--- src/rtl/rr_cfg_pkg.sv ---
// Shared definitions for the record/replay configuration bus.
//   - AXI-Lite response codes
//   - width of the BAR1 high window decoded by the responder
//   - 32-bit register word type and byte-strobe merge helper
package rr_cfg_pkg;

  localparam logic [1:0] RR_AXIL_RESP_OKAY   = 2'b00;
  localparam logic [1:0] RR_AXIL_RESP_SLVERR = 2'b10;

  localparam int RR_CFG_WINDOW_BITS = 20;

  typedef logic [31:0] rr_cfg_word_t;

  // Merge new_w into old_w, byte lane b taken from new_w when strb[b] is set.
  function automatic rr_cfg_word_t rr_apply_strb(input rr_cfg_word_t old_w,
                                                 input rr_cfg_word_t new_w,
                                                 input logic [3:0]   strb);
    rr_cfg_word_t res;
    res = old_w;
    for (int b = 0; b < 4; b++) begin
      if (strb[b]) res[8*b +: 8] = new_w[8*b +: 8];
    end
    return res;
  endfunction

endpackage

--- src/rtl/rr_axi_lite_bus.sv ---
// AXI-Lite bus bundle (32-bit addr/data, 4-bit strobe, 2-bit response).
// The 'master' modport is the responder end: it receives AW/W/AR and
// drives the ready signals plus the B and R channels.
interface rr_axi_lite_bus_t;
  logic [31:0] awaddr;
  logic        awvalid;
  logic        awready;
  logic [31:0] wdata;
  logic [3:0]  wstrb;
  logic        wvalid;
  logic        wready;
  logic [1:0]  bresp;
  logic        bvalid;
  logic        bready;
  logic [31:0] araddr;
  logic        arvalid;
  logic        arready;
  logic [31:0] rdata;
  logic [1:0]  rresp;
  logic        rvalid;
  logic        rready;

  modport master (
    input  awaddr, awvalid, wdata, wstrb, wvalid, bready, araddr, arvalid, rready,
    output awready, wready, bresp, bvalid, arready, rdata, rresp, rvalid
  );
endinterface

--- src/rtl/rr_cfg_axil_responder.sv ---
// AXI-Lite responder for the record/replay configuration window.
// Exposes NUM_REGS 32-bit registers at byte offset 4*i. Registers with
// RO_MASK[i]=1 return status_regs[i] and reject writes; the rest are
// writable control registers driven on cfg_regs.
// Ports:
//   clk, rstn     - clock, async active-low reset
//   cfg_bus       - AXI-Lite responder end
//   cfg_regs      - current RW register values (RO entries read 0)
//   cfg_wr_pulse  - one-cycle strobe per register after a committed write
//   status_regs   - read-back values for RO registers
module rr_cfg_axil_responder
  import rr_cfg_pkg::*;
#(
  parameter int                    NUM_REGS = 16,
  parameter logic [NUM_REGS-1:0]   RO_MASK  = '0
) (
  input  logic                          clk,
  input  logic                          rstn,
  rr_axi_lite_bus_t.master              cfg_bus,
  output logic [NUM_REGS-1:0][31:0]     cfg_regs,
  output logic [NUM_REGS-1:0]           cfg_wr_pulse,
  input  logic [NUM_REGS-1:0][31:0]     status_regs
);

  localparam int                    IDXW = (NUM_REGS > 1) ? $clog2(NUM_REGS) : 1;
  localparam int                    WB   = RR_CFG_WINDOW_BITS;
  localparam logic [WB:0]           SPAN = (WB+1)'(4 * NUM_REGS);

  rr_cfg_word_t [NUM_REGS-1:0] regs_q;

  // write path state
  logic          aw_full, w_full;
  logic [WB-1:0] aw_off_q;
  rr_cfg_word_t  wdata_q;
  logic [3:0]    wstrb_q;
  logic          bvalid_q;
  logic [1:0]    bresp_q;

  // read path state
  logic          rvalid_q;
  logic [1:0]    rresp_q;
  rr_cfg_word_t  rdata_q;

  logic aw_hs, w_hs, ar_hs, commit;

  assign cfg_bus.awready = !aw_full && !bvalid_q;
  assign cfg_bus.wready  = !w_full  && !bvalid_q;
  assign cfg_bus.bvalid  = bvalid_q;
  assign cfg_bus.bresp   = bresp_q;
  assign cfg_bus.arready = !rvalid_q;
  assign cfg_bus.rvalid  = rvalid_q;
  assign cfg_bus.rresp   = rresp_q;
  assign cfg_bus.rdata   = rdata_q;

  assign aw_hs  = cfg_bus.awvalid && cfg_bus.awready;
  assign w_hs   = cfg_bus.wvalid  && cfg_bus.wready;
  assign ar_hs  = cfg_bus.arvalid && cfg_bus.arready;
  assign commit = (aw_full || aw_hs) && (w_full || w_hs);

  // Commit operands come from the hold registers if already captured,
  // otherwise straight off the bus in the handshake cycle.
  logic [WB-1:0]   wr_off;
  rr_cfg_word_t    wr_data;
  logic [3:0]      wr_strb;
  logic            wr_in, wr_ok;
  logic [IDXW-1:0] wr_idx;

  assign wr_off  = aw_full ? aw_off_q : cfg_bus.awaddr[WB-1:0];
  assign wr_data = w_full  ? wdata_q  : cfg_bus.wdata;
  assign wr_strb = w_full  ? wstrb_q  : cfg_bus.wstrb;
  assign wr_in   = {1'b0, wr_off} < SPAN;
  assign wr_idx  = wr_off[2 +: IDXW];
  assign wr_ok   = wr_in && !RO_MASK[wr_idx];

  logic [WB-1:0]   rd_off;
  logic            rd_in;
  logic [IDXW-1:0] rd_idx;

  assign rd_off = cfg_bus.araddr[WB-1:0];
  assign rd_in  = {1'b0, rd_off} < SPAN;
  assign rd_idx = rd_off[2 +: IDXW];

  // Address bits outside the window and the byte offset are don't-care.
  logic unused_addr_bits;
  assign unused_addr_bits = ^{cfg_bus.awaddr[31:WB], cfg_bus.araddr[31:WB],
                              wr_off[1:0], rd_off[1:0]};

  always_ff @(posedge clk or negedge rstn) begin
    if (!rstn) begin
      regs_q       <= '0;
      cfg_wr_pulse <= '0;
      aw_full      <= 1'b0;
      w_full       <= 1'b0;
      aw_off_q     <= '0;
      wdata_q      <= '0;
      wstrb_q      <= '0;
      bvalid_q     <= 1'b0;
      bresp_q      <= RR_AXIL_RESP_OKAY;
    end else begin
      cfg_wr_pulse <= '0;
      if (commit) begin
        aw_full  <= 1'b0;
        w_full   <= 1'b0;
        bvalid_q <= 1'b1;
        bresp_q  <= wr_ok ? RR_AXIL_RESP_OKAY : RR_AXIL_RESP_SLVERR;
        if (wr_ok) begin
          regs_q[wr_idx]       <= rr_apply_strb(regs_q[wr_idx], wr_data, wr_strb);
          cfg_wr_pulse[wr_idx] <= 1'b1;
        end
      end else begin
        if (aw_hs) begin
          aw_full  <= 1'b1;
          aw_off_q <= cfg_bus.awaddr[WB-1:0];
        end
        if (w_hs) begin
          w_full  <= 1'b1;
          wdata_q <= cfg_bus.wdata;
          wstrb_q <= cfg_bus.wstrb;
        end
        // readies are low while bvalid is set, so no commit can overlap this
        if (bvalid_q && cfg_bus.bready) bvalid_q <= 1'b0;
      end
    end
  end

  // Read data samples regs_q before any same-edge commit lands.
  always_ff @(posedge clk or negedge rstn) begin
    if (!rstn) begin
      rvalid_q <= 1'b0;
      rresp_q  <= RR_AXIL_RESP_OKAY;
      rdata_q  <= '0;
    end else if (ar_hs) begin
      rvalid_q <= 1'b1;
      if (!rd_in) begin
        rdata_q <= '0;
        rresp_q <= RR_AXIL_RESP_SLVERR;
      end else if (RO_MASK[rd_idx]) begin
        rdata_q <= status_regs[rd_idx];
        rresp_q <= RR_AXIL_RESP_OKAY;
      end else begin
        rdata_q <= regs_q[rd_idx];
        rresp_q <= RR_AXIL_RESP_OKAY;
      end
    end else if (rvalid_q && cfg_bus.rready) begin
      rvalid_q <= 1'b0;
    end
  end

  for (genvar i = 0; i < NUM_REGS; i++) begin : g_out
    if (RO_MASK[i]) begin : g_ro
      assign cfg_regs[i] = '0;
    end else begin : g_rw
      assign cfg_regs[i] = regs_q[i];
    end
  end

endmodule

--- src/flat_wrapper.sv ---
// flat-port wrapper written by rule: the top's interface ports become plain ports
module rr_cfg_axil_responder_flat import rr_cfg_pkg::*;
#(
  parameter int                    NUM_REGS = 16,
  parameter logic [NUM_REGS-1:0]   RO_MASK  = '0
)
  (clk, rstn, cfg_regs, cfg_wr_pulse, status_regs, cfg_bus_awaddr, cfg_bus_awvalid, cfg_bus_wdata, cfg_bus_wstrb, cfg_bus_wvalid, cfg_bus_bready, cfg_bus_araddr, cfg_bus_arvalid, cfg_bus_rready, cfg_bus_awready, cfg_bus_wready, cfg_bus_bresp, cfg_bus_bvalid, cfg_bus_arready, cfg_bus_rdata, cfg_bus_rresp, cfg_bus_rvalid);
  rr_axi_lite_bus_t cfg_bus_i ();
  input  logic clk;
  input  logic rstn;
  output logic [NUM_REGS-1:0][31:0] cfg_regs;
  output logic [NUM_REGS-1:0] cfg_wr_pulse;
  input  logic [NUM_REGS-1:0][31:0] status_regs;
  input wire logic [$bits(cfg_bus_i.awaddr)-1:0] cfg_bus_awaddr;
  input wire logic [$bits(cfg_bus_i.awvalid)-1:0] cfg_bus_awvalid;
  input wire logic [$bits(cfg_bus_i.wdata)-1:0] cfg_bus_wdata;
  input wire logic [$bits(cfg_bus_i.wstrb)-1:0] cfg_bus_wstrb;
  input wire logic [$bits(cfg_bus_i.wvalid)-1:0] cfg_bus_wvalid;
  input wire logic [$bits(cfg_bus_i.bready)-1:0] cfg_bus_bready;
  input wire logic [$bits(cfg_bus_i.araddr)-1:0] cfg_bus_araddr;
  input wire logic [$bits(cfg_bus_i.arvalid)-1:0] cfg_bus_arvalid;
  input wire logic [$bits(cfg_bus_i.rready)-1:0] cfg_bus_rready;
  output wire logic [$bits(cfg_bus_i.awready)-1:0] cfg_bus_awready;
  output wire logic [$bits(cfg_bus_i.wready)-1:0] cfg_bus_wready;
  output wire logic [$bits(cfg_bus_i.bresp)-1:0] cfg_bus_bresp;
  output wire logic [$bits(cfg_bus_i.bvalid)-1:0] cfg_bus_bvalid;
  output wire logic [$bits(cfg_bus_i.arready)-1:0] cfg_bus_arready;
  output wire logic [$bits(cfg_bus_i.rdata)-1:0] cfg_bus_rdata;
  output wire logic [$bits(cfg_bus_i.rresp)-1:0] cfg_bus_rresp;
  output wire logic [$bits(cfg_bus_i.rvalid)-1:0] cfg_bus_rvalid;
  assign cfg_bus_i.awaddr = cfg_bus_awaddr;
  assign cfg_bus_i.awvalid = cfg_bus_awvalid;
  assign cfg_bus_i.wdata = cfg_bus_wdata;
  assign cfg_bus_i.wstrb = cfg_bus_wstrb;
  assign cfg_bus_i.wvalid = cfg_bus_wvalid;
  assign cfg_bus_i.bready = cfg_bus_bready;
  assign cfg_bus_i.araddr = cfg_bus_araddr;
  assign cfg_bus_i.arvalid = cfg_bus_arvalid;
  assign cfg_bus_i.rready = cfg_bus_rready;
  assign cfg_bus_awready = cfg_bus_i.awready;
  assign cfg_bus_wready = cfg_bus_i.wready;
  assign cfg_bus_bresp = cfg_bus_i.bresp;
  assign cfg_bus_bvalid = cfg_bus_i.bvalid;
  assign cfg_bus_arready = cfg_bus_i.arready;
  assign cfg_bus_rdata = cfg_bus_i.rdata;
  assign cfg_bus_rresp = cfg_bus_i.rresp;
  assign cfg_bus_rvalid = cfg_bus_i.rvalid;
  rr_cfg_axil_responder #(.NUM_REGS(NUM_REGS), .RO_MASK(RO_MASK)) u_core (.clk(clk), .rstn(rstn), .cfg_bus(cfg_bus_i), .cfg_regs(cfg_regs), .cfg_wr_pulse(cfg_wr_pulse), .status_regs(status_regs));
endmodule
--- config.mk ---
export PLATFORM = sky130hd
export DESIGN_NAME = rr_cfg_axil_responder_flat
export DESIGN_NICKNAME = d
export VERILOG_FILES = /design/src/rtl/rr_cfg_pkg.sv /design/src/rtl/rr_axi_lite_bus.sv /design/src/rtl/rr_cfg_axil_responder.sv /design/src/flat_wrapper.sv
export SDC_FILE = /design/constraint.sdc
export NUM_CORES = 1
export LEC_CHECK = 0
export CAP_MARGIN = 25
export CORE_AREA = 2 2 459 461
export DETAILED_ROUTE_END_ITERATION = 12
export DIE_AREA = 0 0 461 463
export HOLD_SLACK_MARGIN = 0.06
export SETUP_SLACK_MARGIN = 0.02
export SLEW_MARGIN = 20
export SYNTH_ARGS = -nofsm -noshare
export SYNTH_HDL_FRONTEND = slang
export SYNTH_SLANG_ARGS = --single-unit
--- constraint.sdc ---
create_clock -name clk -period 2.3 [get_ports clk]
set_clock_uncertainty 0.15 [all_clocks]
set_input_delay 0.46 -clock clk [delete_from_list [all_inputs] [get_ports clk]]
set_output_delay 0.46 -clock clk [all_outputs]
set_load 0.005 [all_outputs]
======== Word level (Yosys, flattened, before mapping) ========
Memories as Yosys holds them, arrays and structs flattened.
Index checks and enable logic that the tools add are counted.
cells by class
  reduce and logical (&&, ||, !) cells .... 24
  order comparisons ....................... 5
  bitwise logic cells ..................... 1
  mux-type cells .......................... 42
operators with widths
  kind                                                                            number
  512-bit bitwise mux                                                             1
  32-bit binary-select mux with 4-bit select                                      3
  32-bit 2-to-1 mux                                                               7
  32-bit demux with 4-bit select                                                  1
  8-bit 2-to-1 mux                                                                12
  20-bit by 7-bit less-than comparator with 1-bit output (second input constant)  2
  16-bit 2-to-1 mux                                                               2
  20-bit 2-to-1 mux                                                               1
  1-bit 2-to-1 mux                                                                11
  1-bit logical AND                                                               10
  4-bit by 5-bit less-than comparator with 1-bit output (second input constant)   2
  2-bit nonzero test                                                              4
  2-bit AND reduction                                                             3
  1-bit zero test                                                                 5
  1-bit demux with 4-bit select                                                   1
  4-bit by 1-bit >= comparator with 1-bit output (second input constant)          1
  2-bit 2-to-1 mux                                                                2
  4-bit 2-to-1 mux                                                                1
  1-bit logical OR                                                                2
  1-bit inverter                                                                  1
word-level totals
  register bits after elaboration ......... 624
  memories kept ........................... 2
  logic and storage cells ................. 101
  output and inout port bits .............. 569
  bits in read-only memories .............. 32
  bits of input ports ..................... 619
memory list
  memory           words  bits a word  rd ports  clocked after memory_dff  write ports  RTL line                      source
  (no name shown)  16     1            1         0                         0            rr_cfg_axil_responder.sv:137  end else if (RO_MASK[rd_idx]) begin
  (no name shown)  16     1            1         0                         0            rr_cfg_axil_responder.sv:73   assign wr_ok = wr_in && !RO_MASK[wr_idx];

======== Depth between registers and ports, before layout ========
Gate-level depths: netlist of run 1.
  depth in word-level cells ............... 8
  mapped depth ............................ 10
  depth with buffers taken out ............ 5

======== Worst setup path before layout of run 1 ========
OpenSTA, ideal clock, no wires.
  kind .................................... input-to-reg
  start point ............................. input port cfg_bus_araddr[2]
  end point ............................... register u_core.rdata_q[11] (netlist: u_core.cfg_bus.rdata[11])
  data required time ...................... 2.017 ns
  path slack .............................. -0.372 ns
  arrival ................................. 2.389 ns
  stages .................................. 6
  library setup time ...................... 0.133 ns
  path buffers ............................ 2
  path through ............................ buf_2 > buf_1 > mux4_2 > mux4_2 > inv_1 > o21ai_0
between the ends
  longest elaborated chain between the ends .. 4
  elaborated cells between the ends (all ways) .. 9
RTL lines
  element                                                               RTL line                      source
  from (decl)                                                           flat_wrapper.sv:20            input wire logic [$bits(cfg_bus_i.araddr)-1:0] cfg_bus_araddr;
  memory read 16 x 1 bit, or another cell as far along                  --
  1-bit 2-to-1 mux (not written as such), or another cell as far along  rr_cfg_axil_responder.sv:137
  32-bit 2-to-1 mux                                                     rr_cfg_axil_responder.sv:137
  32-bit 2-to-1 mux (*)                                                 rr_cfg_axil_responder.sv:134  if (!rd_in) begin
  to (signal assigned)                                                  rr_cfg_axil_responder.sv:138  rdata_q <= status_regs[rd_idx];
  to (signal assigned)                                                  rr_cfg_axil_responder.sv:141  rdata_q <= regs_q[rd_idx];
  to (decl)                                                             rr_cfg_axil_responder.sv:42   rr_cfg_word_t rdata_q;
Every way passes the cells marked *; elsewhere a longest branch is shown, timed or not. The select of a mux whose other input is x is not followed.
A chain may end at the register's enable or synchronous reset.

======== Final worst setup path of run 1 ========
  start point ............................. register u_core.aw_full
  end point ............................... register u_core.regs_q (netlist bit u_core.cfg_regs[274])
between the ends
  longest elaborated chain between the ends .. 7
  elaborated cells between the ends (all ways) .. 23
RTL lines
  element                                     RTL line                      source
  from (decl)                                 rr_cfg_axil_responder.sv:32   logic aw_full, w_full;
  from (signal assigned)                      rr_cfg_axil_responder.sv:92   aw_full <= 1'b0;
  from (signal assigned)                      rr_cfg_axil_responder.sv:102  aw_full <= 1'b0;
  from (signal assigned)                      rr_cfg_axil_responder.sv:112  aw_full <= 1'b1;
  20-bit 2-to-1 mux                           rr_cfg_axil_responder.sv:68   assign wr_off = aw_full ? aw_off_q : cfg_bus.awaddr[WB-1:0];
  32-bit binary-select mux with 4-bit select  rr_cfg_axil_responder.sv:107  regs_q[wr_idx] <= rr_apply_strb(regs_q[wr_idx], wr_data, wr_strb);
  32-bit 2-to-1 mux (not written as such)     rr_cfg_axil_responder.sv:107
  8-bit 2-to-1 mux                            rr_cfg_pkg.sv:21              if (strb[b]) res[8*b +: 8] = new_w[8*b +: 8];
  8-bit 2-to-1 mux                            rr_cfg_axil_responder.sv:106  if (wr_ok) begin
  8-bit 2-to-1 mux                            rr_cfg_axil_responder.sv:101  if (commit) begin
  512-bit bitwise mux                         rr_cfg_axil_responder.sv:107
  to (signal, indexed assignment)             rr_cfg_axil_responder.sv:107
  to (decl)                                   rr_cfg_axil_responder.sv:29   rr_cfg_word_t [NUM_REGS-1:0] regs_q;
Several ways; a longest one is shown, not always the timed one. The select of a mux whose other input is x is not followed.

==> flow_summary.html, run 1 <==
<table>
<tr><th>Metric</th><th>Value</th></tr>
<tr><th colspan="2">Synth</th></tr>
<tr><td>Count of unique library cells instantiated by Yosys</td><td>47</td></tr>
<tr><td>Synth area leader</td><td>dfrtp_1</td></tr>
<tr><td>Area contributors post-synth</td><td>dfrtp_1 (43%), mux2i_1 (15%), mux4_2 (9.9%), o21a_1 (9.6%), o21ai_0 (6.1%)</td></tr>
<tr><td>Post-synth top area share</td><td>42.7%</td></tr>
<tr><td>Sequential element share of the synthesized area</td><td>42.7%</td></tr>
<tr><td>Area of the mapped netlist</td><td>36400 um2</td></tr>
<tr><td>Most numerous cell types in the synthesized netlist</td><td>dfrtp_1 (620), mux2i_1 (548), o21a_1 (465), o21ai_0 (443), mux4_2 (160)</td></tr>
<tr><td>Number of flops mapped to enable cells by yosys</td><td>0</td></tr>
<tr><td>Avg Inst Size Synth</td><td>11.4 um2</td></tr>
<tr><td>Most used DFF post-synth</td><td>dfrtp_1</td></tr>
<tr><td>Gate count after technology mapping</td><td>roughly 3200</td></tr>
<tr><td>Most common cell in the netlist</td><td>dfrtp_1</td></tr>
<tr><td>Post-synth ARST share</td><td>100%</td></tr>
<tr><td>Number of register bits inferred by synthesis</td><td>620</td></tr>
<tr><td>Ys Warns</td><td>0</td></tr>
<tr><th colspan="2">Global routing</th></tr>
<tr><td>Global routing usage summed across all routing layers</td><td>21.0%</td></tr>
<tr><td>Number of antenna violations at the first check in global routing</td><td>12</td></tr>
<tr><td>Met1 track demand over resource</td><td>25.9%</td></tr>
<tr><td>Largest net degree at the start of global routing</td><td>55</td></tr>
<tr><td>GRT met3 Usage</td><td>5.60%</td></tr>
<tr><td>Vias in the first global route</td><td>about 35000</td></tr>
<tr><td>Gr busiest metal</td><td>met2</td></tr>
<tr><td>First-pass GRT wire length</td><td>314000 um</td></tr>
<tr><td>Global routing met2 resource utilization</td><td>32.8%</td></tr>
<tr><td>Remaining global-route overflow</td><td>0</td></tr>
<tr><th colspan="2">Pwr</th></tr>
<tr><td>Cell internal pwr</td><td>24.5 mW</td></tr>
<tr><td>Power consumption</td><td>37.1 mW</td></tr>
<tr><td>Worst VDD drop</td><td>about 0.00053 V</td></tr>
<tr><td>Net Sw Power</td><td>12.6 mW</td></tr>
<tr><td>Power density of the placed cells</td><td>623 nW/um2</td></tr>
<tr><td>Share of power burned in the clock network</td><td>38.3%</td></tr>
<tr><td>Flop pwr share</td><td>31.8%</td></tr>
<tr><td>Switching Fraction</td><td>about a third</td></tr>
<tr><td>Static leakage</td><td>~23 nW</td></tr>
<tr><td>Combinational power share</td><td>29.9%</td></tr>
<tr><th colspan="2">Timing</th></tr>
<tr><td>Share of the clock period used by the worst path</td><td>126%</td></tr>
<tr><td>Setup repair after global routing missed its margin</td><td>true</td></tr>
<tr><td>Worst slew slack as a fraction of its limit</td><td>42.3%</td></tr>
<tr><td>Count of endpoints failing setup in the final report</td><td>roughly 1000</td></tr>
<tr><td>Highest achievable clock rate</td><td>about 340 MHz</td></tr>
<tr><td>Pins Over Slew Limit</td><td>0</td></tr>
<tr><td>Crit path time final</td><td>2.90 ns</td></tr>
<tr><td>Fin worst setup slack</td><td>-0.603 ns</td></tr>
<tr><td>Transition time of the tightest slew-check pin</td><td>0.864 ns</td></tr>
<tr><td>Fin. Hold Viols</td><td>0</td></tr>
<tr><th colspan="2">Placement</th></tr>
<tr><td>Post-detailed-placement cell area</td><td>between 50000 and 60000 um2</td></tr>
<tr><td>Total half-perimeter wirelength after legalization and detailed placement</td><td>172000 um</td></tr>
<tr><td>Count of port buffers added during placement</td><td>roughly 650</td></tr>
<tr><td>Final RePlAce weighted congestion</td><td>0.922</td></tr>
<tr><th colspan="2">Setup path</th></tr>
<tr><td>Minimum setup slack among reg-to-reg paths</td><td>-0.60 ns</td></tr>
<tr><td>Crit start category</td><td>flop</td></tr>
<tr><td>Reg-to-reg endpoint</td><td>u_core.cfg_regs[274]$_DFFE_PN0P_</td></tr>
<tr><td>Data arrival time of the critical path</td><td>3.36 ns</td></tr>
<tr><td>Number of cells on the worst reg-to-reg path</td><td>14</td></tr>
<tr><td>Reg-to-reg critical path startpoint</td><td>u_core.aw_full$_DFFE_PN0P_</td></tr>
<tr><td>Largest fanout on the critical path</td><td>8</td></tr>
<tr><td>Required @ worst endpoint</td><td>2.76 ns</td></tr>
<tr><td>Kind of critical path</td><td>reg -&gt; reg</td></tr>
<tr><td>Kind of capture point of the worst setup path</td><td>flop</td></tr>
<tr><th colspan="2">Floorplanning</th></tr>
<tr><td>Die outline area</td><td>213000 um2</td></tr>
<tr><td>Number of ports placed on the die boundary</td><td>1188</td></tr>
<tr><td>Row Count</td><td>around 170</td></tr>
<tr><td>Starting utilization of the core area</td><td>between 15 and 20%</td></tr>
<tr><td>Die span in x</td><td>about 460 um</td></tr>
<tr><td>Die outline height</td><td>between 400 and 500 um</td></tr>
<tr><td>Core region area</td><td>209000 um2</td></tr>
<tr><th colspan="2">Clocking</th></tr>
<tr><td>TritonCTS clock tree</td><td>done</td></tr>
<tr><td>Htree depth</td><td>3</td></tr>
<tr><td>Clk sink count</td><td>620</td></tr>
<tr><td>Root buffer cell</td><td>clkbuf_16</td></tr>
<tr><td>CTS clk-pin slew, worst paths</td><td>0.06 ns</td></tr>
<tr><td>Clock Latency Late Sink</td><td>between 0.7 and 0.8 ns</td></tr>
<tr><td>Maximum clock path buffer count</td><td>3</td></tr>
<tr><td>Number of CTS-inserted buffers</td><td>80</td></tr>
<tr><th colspan="2">Drt</th></tr>
<tr><td>Aggregate routed wire length</td><td>244000 um</td></tr>
<tr><td>Detailed-route DRC error count</td><td>0</td></tr>
<tr><td>Number of vias per cell after detailed routing</td><td>around 5</td></tr>
<tr><td>Via count</td><td>approximately 37000</td></tr>
<tr><td>Number of DRC markers after the initial detailed-route iteration</td><td>roughly 4300</td></tr>
<tr><td>TritonRoute pass-1 iters</td><td>5</td></tr>
<tr><td>Mean routed wirelength per cell</td><td>between 30 and 40 um</td></tr>
<tr><td>Routed Antenna Nets</td><td>0</td></tr>
<tr><th colspan="2">Hold path</th></tr>
<tr><td>Min-Delay Path Depth</td><td>2</td></tr>
<tr><td>End of the worst hold path</td><td>u_core.cfg_bus.rvalid$_DFFE_PN0P_</td></tr>
<tr><td>Kind of path behind the tightest hold check</td><td>in -&gt; reg</td></tr>
<tr><td>Start point of the worst min-delay path</td><td>cfg_bus_rready</td></tr>
<tr><th colspan="2">Finish</th></tr>
<tr><td>Layout-stage area growth over the synthesis result</td><td>63.7%</td></tr>
<tr><td>Fraction of final layout cells sized beyond drive strength 1</td><td>33.1%</td></tr>
<tr><td>Post-route cell area</td><td>59600 um2</td></tr>
<tr><td>Net count reported at finish</td><td>between 5000 and 6000</td></tr>
<tr><th colspan="2">Flow run</th></tr>
<tr><td>Maximum capacitance violations</td><td>0</td></tr>
<tr><th colspan="2">Run status</th></tr>
<tr><td>Failing checks</td><td>setup timing</td></tr>
<tr><td>Outcome</td><td>finished with violations</td></tr>
</table>
[cell usage in the layout, fill, tap and decap left out, drive strengths merged, types with 16 or more instances in the layout]
cell / n
mux4: 160
o41ai: 96
nand2: 100
a2111oi: 32
o21ai: 578
o22ai: 17
o2111a: 32
clkbuf: 139
mux2i: 548
nor2: 53
nor4bb: 16
mux2: 54
inv: 44
buf: 805
o21a: 465
clkdlybuf4s50: 617
dfrtp: 620
[area by class of cell]
cell class	count	area, um2
sequential	620	15500
clock inverter	41	636
multi-input combinational	2203	20800
clock buffer	105	2290
tap	2805	3510
timing repair buffer	1457	16700
fill	21400	149000
inverter	36	135
antenna	9	22.5
[state kept, by name (all words and copies together) (netlist names)]
name / cells
u_core.cfg_bus.rresp: 1
u_core.aw_off_q: 18
u_core.aw_full: 1
u_core.cfg_bus.bvalid: 1
u_core.wstrb_q: 4
u_core.cfg_regs: 512
u_core.cfg_bus.bresp: 1
u_core.cfg_wr_pulse: 16
u_core.cfg_bus.rvalid: 1
u_core.cfg_bus.rdata: 32
u_core.wdata_q: 32
u_core.w_full: 1
[power groups by stage]
stage               sequential (mW)  combinational [mW]  clock, mW
detailed placement             12.0                9.08          0
global route                   11.8                11.4       14.8
global placement               11.9                8.95          0
floorplan                      11.9                3.73          0
finish                         11.8                11.1       14.2
CTS                            11.8                9.46       14.4
[how the worst max path moves through the flow]
stage          slack [ns]                               end                        from
3_5_place_dp        -1.53  u_core.cfg_regs[281]$_DFFE_PN0P_           cfg_bus_awaddr[2]
2_1_floorplan       -0.12  u_core.cfg_regs[253]$_DFFE_PN0P_           cfg_bus_awaddr[3]
3_3_place_gp        -1.45  u_core.cfg_regs[473]$_DFFE_PN0P_           cfg_bus_awaddr[2]
5_1_grt             -0.68  u_core.cfg_regs[274]$_DFFE_PN0P_  u_core.aw_full$_DFFE_PN0P_
4_1_cts             -0.56  u_core.cfg_regs[265]$_DFFE_PN0P_  u_core.aw_full$_DFFE_PN0P_
6_report            -0.60  u_core.cfg_regs[274]$_DFFE_PN0P_  u_core.aw_full$_DFFE_PN0P_
[per-layer routing]
metal  part of all wire [%]  vias to the layer above
li1                       -                    14700
met1                     37                    19000
met2                     45                     2660
met3                     10                      601
met4                    7.5                        2
met5                 0.0045                        -
[logic make-up (layout without fill, tap and decap cells)]
| family | Yosys count | count (layout) | synth area share [%] |
|---|---|---|---|
| AOI/OAI and AO/OA | 1225 | 1225 | 22.5 |
| muxes | 762 | 762 | 26.7 |
| DFF | 620 | 620 | 42.7 |
| buffers and inverters | 362 | 1639 | 5.26 |
| and+or+nand+nor | 214 | 214 | 2.97 |
| other | 1 | 11 | 0.0103 |
[worst max-delay path: stages, from the launching register on]
cell and delay [ns]:
dfrtp_2 0.43, buf_6 0.13, buf_6 0.11, buf_6 0.11, nor3_4 0.12, a22oi_2 0.12, buf_12 0.18, clkbuf_16 0.17
a2111oi_4 0.30, buf_4 0.18, buf_12 0.22, buf_12 0.15, buf_12 0.11, mux2i_1 0.17, o21ai_1 0.07
[through the flow]
stage / TNS (ns) / instances / setup WS, ns / hold WS [ns] / util (%)
2_1_floorplan: -48.21 / 3185 / -0.115 / 0.0144 / -
3_3_place_gp: -573.07 / 6890 / -1.45 / 0.318 / 24.5
3_5_place_dp: -579.30 / 6892 / -1.53 / 0.321 / 24.5
4_1_cts: -297.14 / 7121 / -0.563 / 0.128 / 26.8
5_1_grt: -344.72 / 7270 / -0.684 / 0.162 / 28.6
6_report: -287.32 / 7276 / -0.603 / 0.162 / 28.6
[timing repair]
action / 4_1_cts / 5_1_grt
cloned: 13 / 42
setup buffers: 71 / 112
hold buffers: 1 / 0
pin swaps: 26 / 103
endpoints found under the hold margin: 33 / 0
resized for setup: 220 / 515
endpoints found under the setup margin: 1034 / 1047
Power figures use the tool's default switching activity.
==> run 2: changes to the inputs <==
Clock period 2.3 ns to 3.6 ns, I/O delays scaled along.
==> run 2 against run 1 <==
Highest routed layer unchanged; combinational power fell by 55%; die area did not move; utilization fell by 3.7 points; critical path type is now in -> reg; the run still ends with setup timing left; global-route usage fell by 0.58 points; sequential share of layout area rose by 3.9 points.
==> flow_summary.html, run 2 (same netlist as run 1, synthesis figures left out) <==
<table>
<tr><th>Metric</th><th>Value</th></tr>
<tr><th colspan="2">Run status</th></tr>
<tr><td>Outcome</td><td>finished with violations</td></tr>
<tr><td>Failing checks</td><td>setup timing</td></tr>
<tr><th colspan="2">Setup path</th></tr>
<tr><td>Cell at the slowest stage of the critical path</td><td>o41ai_1</td></tr>
<tr><td>Crit start category</td><td>input pin</td></tr>
<tr><td>Critical path's most frequent cell</td><td>buf_4</td></tr>
<tr><td>Kind of capture point of the worst setup path</td><td>flop</td></tr>
<tr><td>Number of buffer and inverter instances along the worst setup path</td><td>5</td></tr>
<tr><td>Slowest stage delay, CP</td><td>0.98 ns</td></tr>
<tr><td>Minimum setup slack among reg-to-reg paths</td><td>-0.03 ns</td></tr>
<tr><td>Reg-to-reg critical path startpoint</td><td>u_core.aw_full$_DFFE_PN0P_</td></tr>
<tr><td>Cell chain of the critical path</td><td>clkdlybuf4s50_1, buf_4, nor3b_4, buf_12, buf_4, o21a_1, o41ai_1, o2111a_1, buf_4, o21ai_0</td></tr>
<tr><td>Number of cells on the worst reg-to-reg path</td><td>8</td></tr>
<tr><td>Reg-to-reg endpoint</td><td>u_core.cfg_regs[487]$_DFFE_PN0P_</td></tr>
<tr><td>Data arrival time of the critical path</td><td>4.06 ns</td></tr>
<tr><td>CP delay by family, top</td><td>compound AO/OA/AOI/OAI gates</td></tr>
<tr><td>Kind of critical path</td><td>in -&gt; reg</td></tr>
<tr><td>Required @ worst endpoint</td><td>4.00 ns</td></tr>
<tr><td>Largest fanout on the critical path</td><td>40</td></tr>
<tr><th colspan="2">Timing</th></tr>
<tr><td>Highest achievable clock rate</td><td>about 270 MHz</td></tr>
<tr><td>Fin worst setup slack</td><td>-0.0594 ns</td></tr>
<tr><td>Setup_tns</td><td>-0.449 ns</td></tr>
<tr><td>Fin. Hold Viols</td><td>0</td></tr>
<tr><td>Transition time of the tightest slew-check pin</td><td>about 1.1 ns</td></tr>
<tr><td>Crit path time final</td><td>3.66 ns</td></tr>
<tr><td>Worst slew slack as a fraction of its limit</td><td>26.1%</td></tr>
<tr><td>Setup repair after global routing missed its margin</td><td>false</td></tr>
<tr><td>Count of endpoints failing setup in the final report</td><td>11</td></tr>
<tr><td>Pins Over Slew Limit</td><td>0</td></tr>
<tr><td>Share of the clock period used by the worst path</td><td>102%</td></tr>
<tr><th colspan="2">Drt</th></tr>
<tr><td>TritonRoute pass-1 iters</td><td>8</td></tr>
<tr><td>Aggregate routed wire length</td><td>~220000 um</td></tr>
<tr><td>Highest routed layer</td><td>met5</td></tr>
<tr><td>WL met2</td><td>~90000 um</td></tr>
<tr><td>Routed Antenna Nets</td><td>0</td></tr>
<tr><td>Number of vias per cell after detailed routing</td><td>4.88</td></tr>
<tr><td>Mean routed wirelength per cell</td><td>32.4 um</td></tr>
<tr><td>Via count</td><td>33800</td></tr>
<tr><td>Metal3 WL</td><td>about 27000 um</td></tr>
<tr><td>Number of DRC markers after the initial detailed-route iteration</td><td>3912</td></tr>
<tr><td>Detailed-route DRC error count</td><td>0</td></tr>
<tr><td>Metal-1 WL</td><td>91400 um</td></tr>
<tr><th colspan="2">Global routing</th></tr>
<tr><td>First-pass GRT wire length</td><td>302000 um</td></tr>
<tr><td>Number of antenna violations at the first check in global routing</td><td>10</td></tr>
<tr><td>Vias in the first global route</td><td>32800</td></tr>
<tr><td>Largest net degree at the start of global routing</td><td>90</td></tr>
<tr><td>Remaining global-route overflow</td><td>0</td></tr>
<tr><td>Global routing usage summed across all routing layers</td><td>20.4%</td></tr>
<tr><th colspan="2">Finish</th></tr>
<tr><td>Net count reported at finish</td><td>~4700</td></tr>
<tr><td>Post-route cell area</td><td>51800 um2</td></tr>
<tr><td>Number of flip-flops under the largest register name</td><td>between 500 and 600</td></tr>
<tr><td>Most common library cell in the layout ignoring fill and taps</td><td>clkdlybuf4s50_1</td></tr>
<tr><td>Share of the core filled with cells</td><td>24.8%</td></tr>
<tr><td>Non-filler cells, final</td><td>6938</td></tr>
<tr><td>Fraction of final layout cells sized beyond drive strength 1</td><td>20.9%</td></tr>
<tr><td>Top library cells by usage in the layout, fill and taps aside</td><td>clkdlybuf4s50_1 (640), dfrtp_1 (619), mux2i_1 (544), o21a_1 (465), o21ai_0 (443)</td></tr>
<tr><td>Layout-stage area growth over the synthesis result</td><td>42.4%</td></tr>
<tr><th colspan="2">Placement</th></tr>
<tr><td>Post-detailed-placement cell area</td><td>49400 um2</td></tr>
<tr><td>Placed instance count</td><td>just under 7000</td></tr>
<tr><td>Total half-perimeter wirelength after legalization and detailed placement</td><td>177000 um</td></tr>
<tr><td>Count of port buffers added during placement</td><td>645</td></tr>
<tr><td>Final RePlAce weighted congestion</td><td>0.939</td></tr>
<tr><th colspan="2">Hold path</th></tr>
<tr><td>Start point of the worst min-delay path</td><td>u_core.cfg_bus.rdata[13]$_DFFE_PN0P_</td></tr>
<tr><td>Min-Delay Path Depth</td><td>2</td></tr>
<tr><td>Kind of path behind the tightest hold check</td><td>reg -&gt; reg</td></tr>
<tr><td>End of the worst hold path</td><td>u_core.cfg_bus.rdata[13]$_DFFE_PN0P_</td></tr>
<tr><th colspan="2">Clocking</th></tr>
<tr><td>Maximum clock path buffer count</td><td>3</td></tr>
<tr><td>Post-CTS Repair Setup Buffers</td><td>0</td></tr>
<tr><td>Clk sink count</td><td>just over 600</td></tr>
<tr><td>Number of CTS-inserted buffers</td><td>69</td></tr>
<tr><td>TritonCTS clock tree</td><td>done</td></tr>
<tr><td>Clock Latency Late Sink</td><td>0.71 ns</td></tr>
<tr><td>Htree depth</td><td>3</td></tr>
<tr><td>Root buffer cell</td><td>clkbuf_16</td></tr>
<tr><td>CTS clk-pin slew, worst paths</td><td>~0.060 ns</td></tr>
<tr><th colspan="2">Pwr</th></tr>
<tr><td>Net Sw Power</td><td>6.92 mW</td></tr>
<tr><td>Cell internal pwr</td><td>13.2 mW</td></tr>
<tr><td>Flop pwr share</td><td>37.6%</td></tr>
<tr><td>Switching Fraction</td><td>34.4%</td></tr>
<tr><td>Power consumption</td><td>20.1 mW</td></tr>
<tr><td>Combinational power share</td><td>roughly 25%</td></tr>
<tr><td>Worst VDD drop</td><td>0.000323 V</td></tr>
<tr><td>Static leakage</td><td>18.7 nW</td></tr>
<tr><td>Power density of the placed cells</td><td>388 nW/um2</td></tr>
<tr><td>Share of power burned in the clock network</td><td>37.7%</td></tr>
<tr><th colspan="2">Floorplanning</th></tr>
<tr><td>Die outline height</td><td>463 um</td></tr>
<tr><td>Row Count</td><td>roughly 170</td></tr>
<tr><td>Number of ports placed on the die boundary</td><td>1188</td></tr>
<tr><td>Starting utilization of the core area</td><td>around 17%</td></tr>
<tr><td>Core region area</td><td>209000 um2</td></tr>
<tr><td>Die span in x</td><td>461 um</td></tr>
<tr><td>Die outline area</td><td>~210000 um2</td></tr>
<tr><th colspan="2">Flow run</th></tr>
<tr><td>Maximum capacitance violations</td><td>0</td></tr>
</table>
run 2: cell types whose count changed in the layout (fill, tap and decap cells not counted), sizes merged, moves of 4 or more:
cell | before | now
bufinv | 14 | 6
diode | 9 | 13
clkbuf | 139 | 95
buf | 805 | 498
clkinv | 15 | 10
clkdlybuf4s50 | 617 | 640
run 2: cell type report:
type	count	area [um2]
clock inverters	27	380
inverters	36	135
clock buffers	95	1950
multi-input cells	2203	19100
well taps	2805	3510
flip-flops and latches	620	15500
fillers	22100	157000
repair buffers	1139	11200
diodes	13	32.5
run 2: tightest hold or removal path: cells and delay by family (launching register included):
kind            cells  cell delay [ns]
flops               1             0.35
compound gates      1             0.06
simple gates        1             0.05
run 2: power groups by stage:
stage | clock network, mW | logic (mW) | registers, mW
finish | 7.58 | 4.98 | 7.56
global placement | 0 | 4.81 | 7.66
CTS | 7.66 | 4.86 | 7.55
global route | 7.91 | 5.10 | 7.59
detailed placement | 0 | 4.85 | 7.68
floorplan | 0 | 2.36 | 7.58
run 2: worst max path at each step:
stage,from,end,slack [ns],depth (start not counted)
2_1_floorplan,cfg_bus_araddr[2],u_core.cfg_bus.rdata[11]$_DFFE_PN0P_,0.67,6
3_3_place_gp,cfg_bus_awaddr[2],u_core.cfg_regs[487]$_DFFE_PN0P_,-0.52,10
3_5_place_dp,cfg_bus_awaddr[2],u_core.cfg_regs[487]$_DFFE_PN0P_,-0.51,10
4_1_cts,u_core.aw_full$_DFFE_PN0P_,u_core.cfg_regs[487]$_DFFE_PN0P_,0.13,9
5_1_grt,u_core.aw_full$_DFFE_PN0P_,u_core.cfg_regs[70]$_DFFE_PN0P_,0.05,10
6_report,cfg_bus_awaddr[2],u_core.cfg_regs[487]$_DFFE_PN0P_,-0.06,10
run 2: what timing repair did:
action                                  in CTS  in global routing
hold buffers                                 1                  0
endpoints found under the setup margin       0                  6
gates resized for setup                      0                  1
endpoints found under the hold margin       33                  0
run 2: metal layers:
metal / GRT usage [%] / up-vias
met5: 0 / -
met1: 26.1 / 17400
met3: 8.44 / 418
li1: - / 13900
met2: 28.6 / 2031
met4: 11.5 / 10
run 2: per-stage QoR:
step           setup slack [ns]  hold WS [ns]
3_5_place_dp             -0.505         0.323
5_1_grt                  0.0475         0.361
2_1_floorplan             0.668         0.274
3_3_place_gp             -0.523         0.320
4_1_cts                   0.134         0.336
6_report                -0.0594         0.337
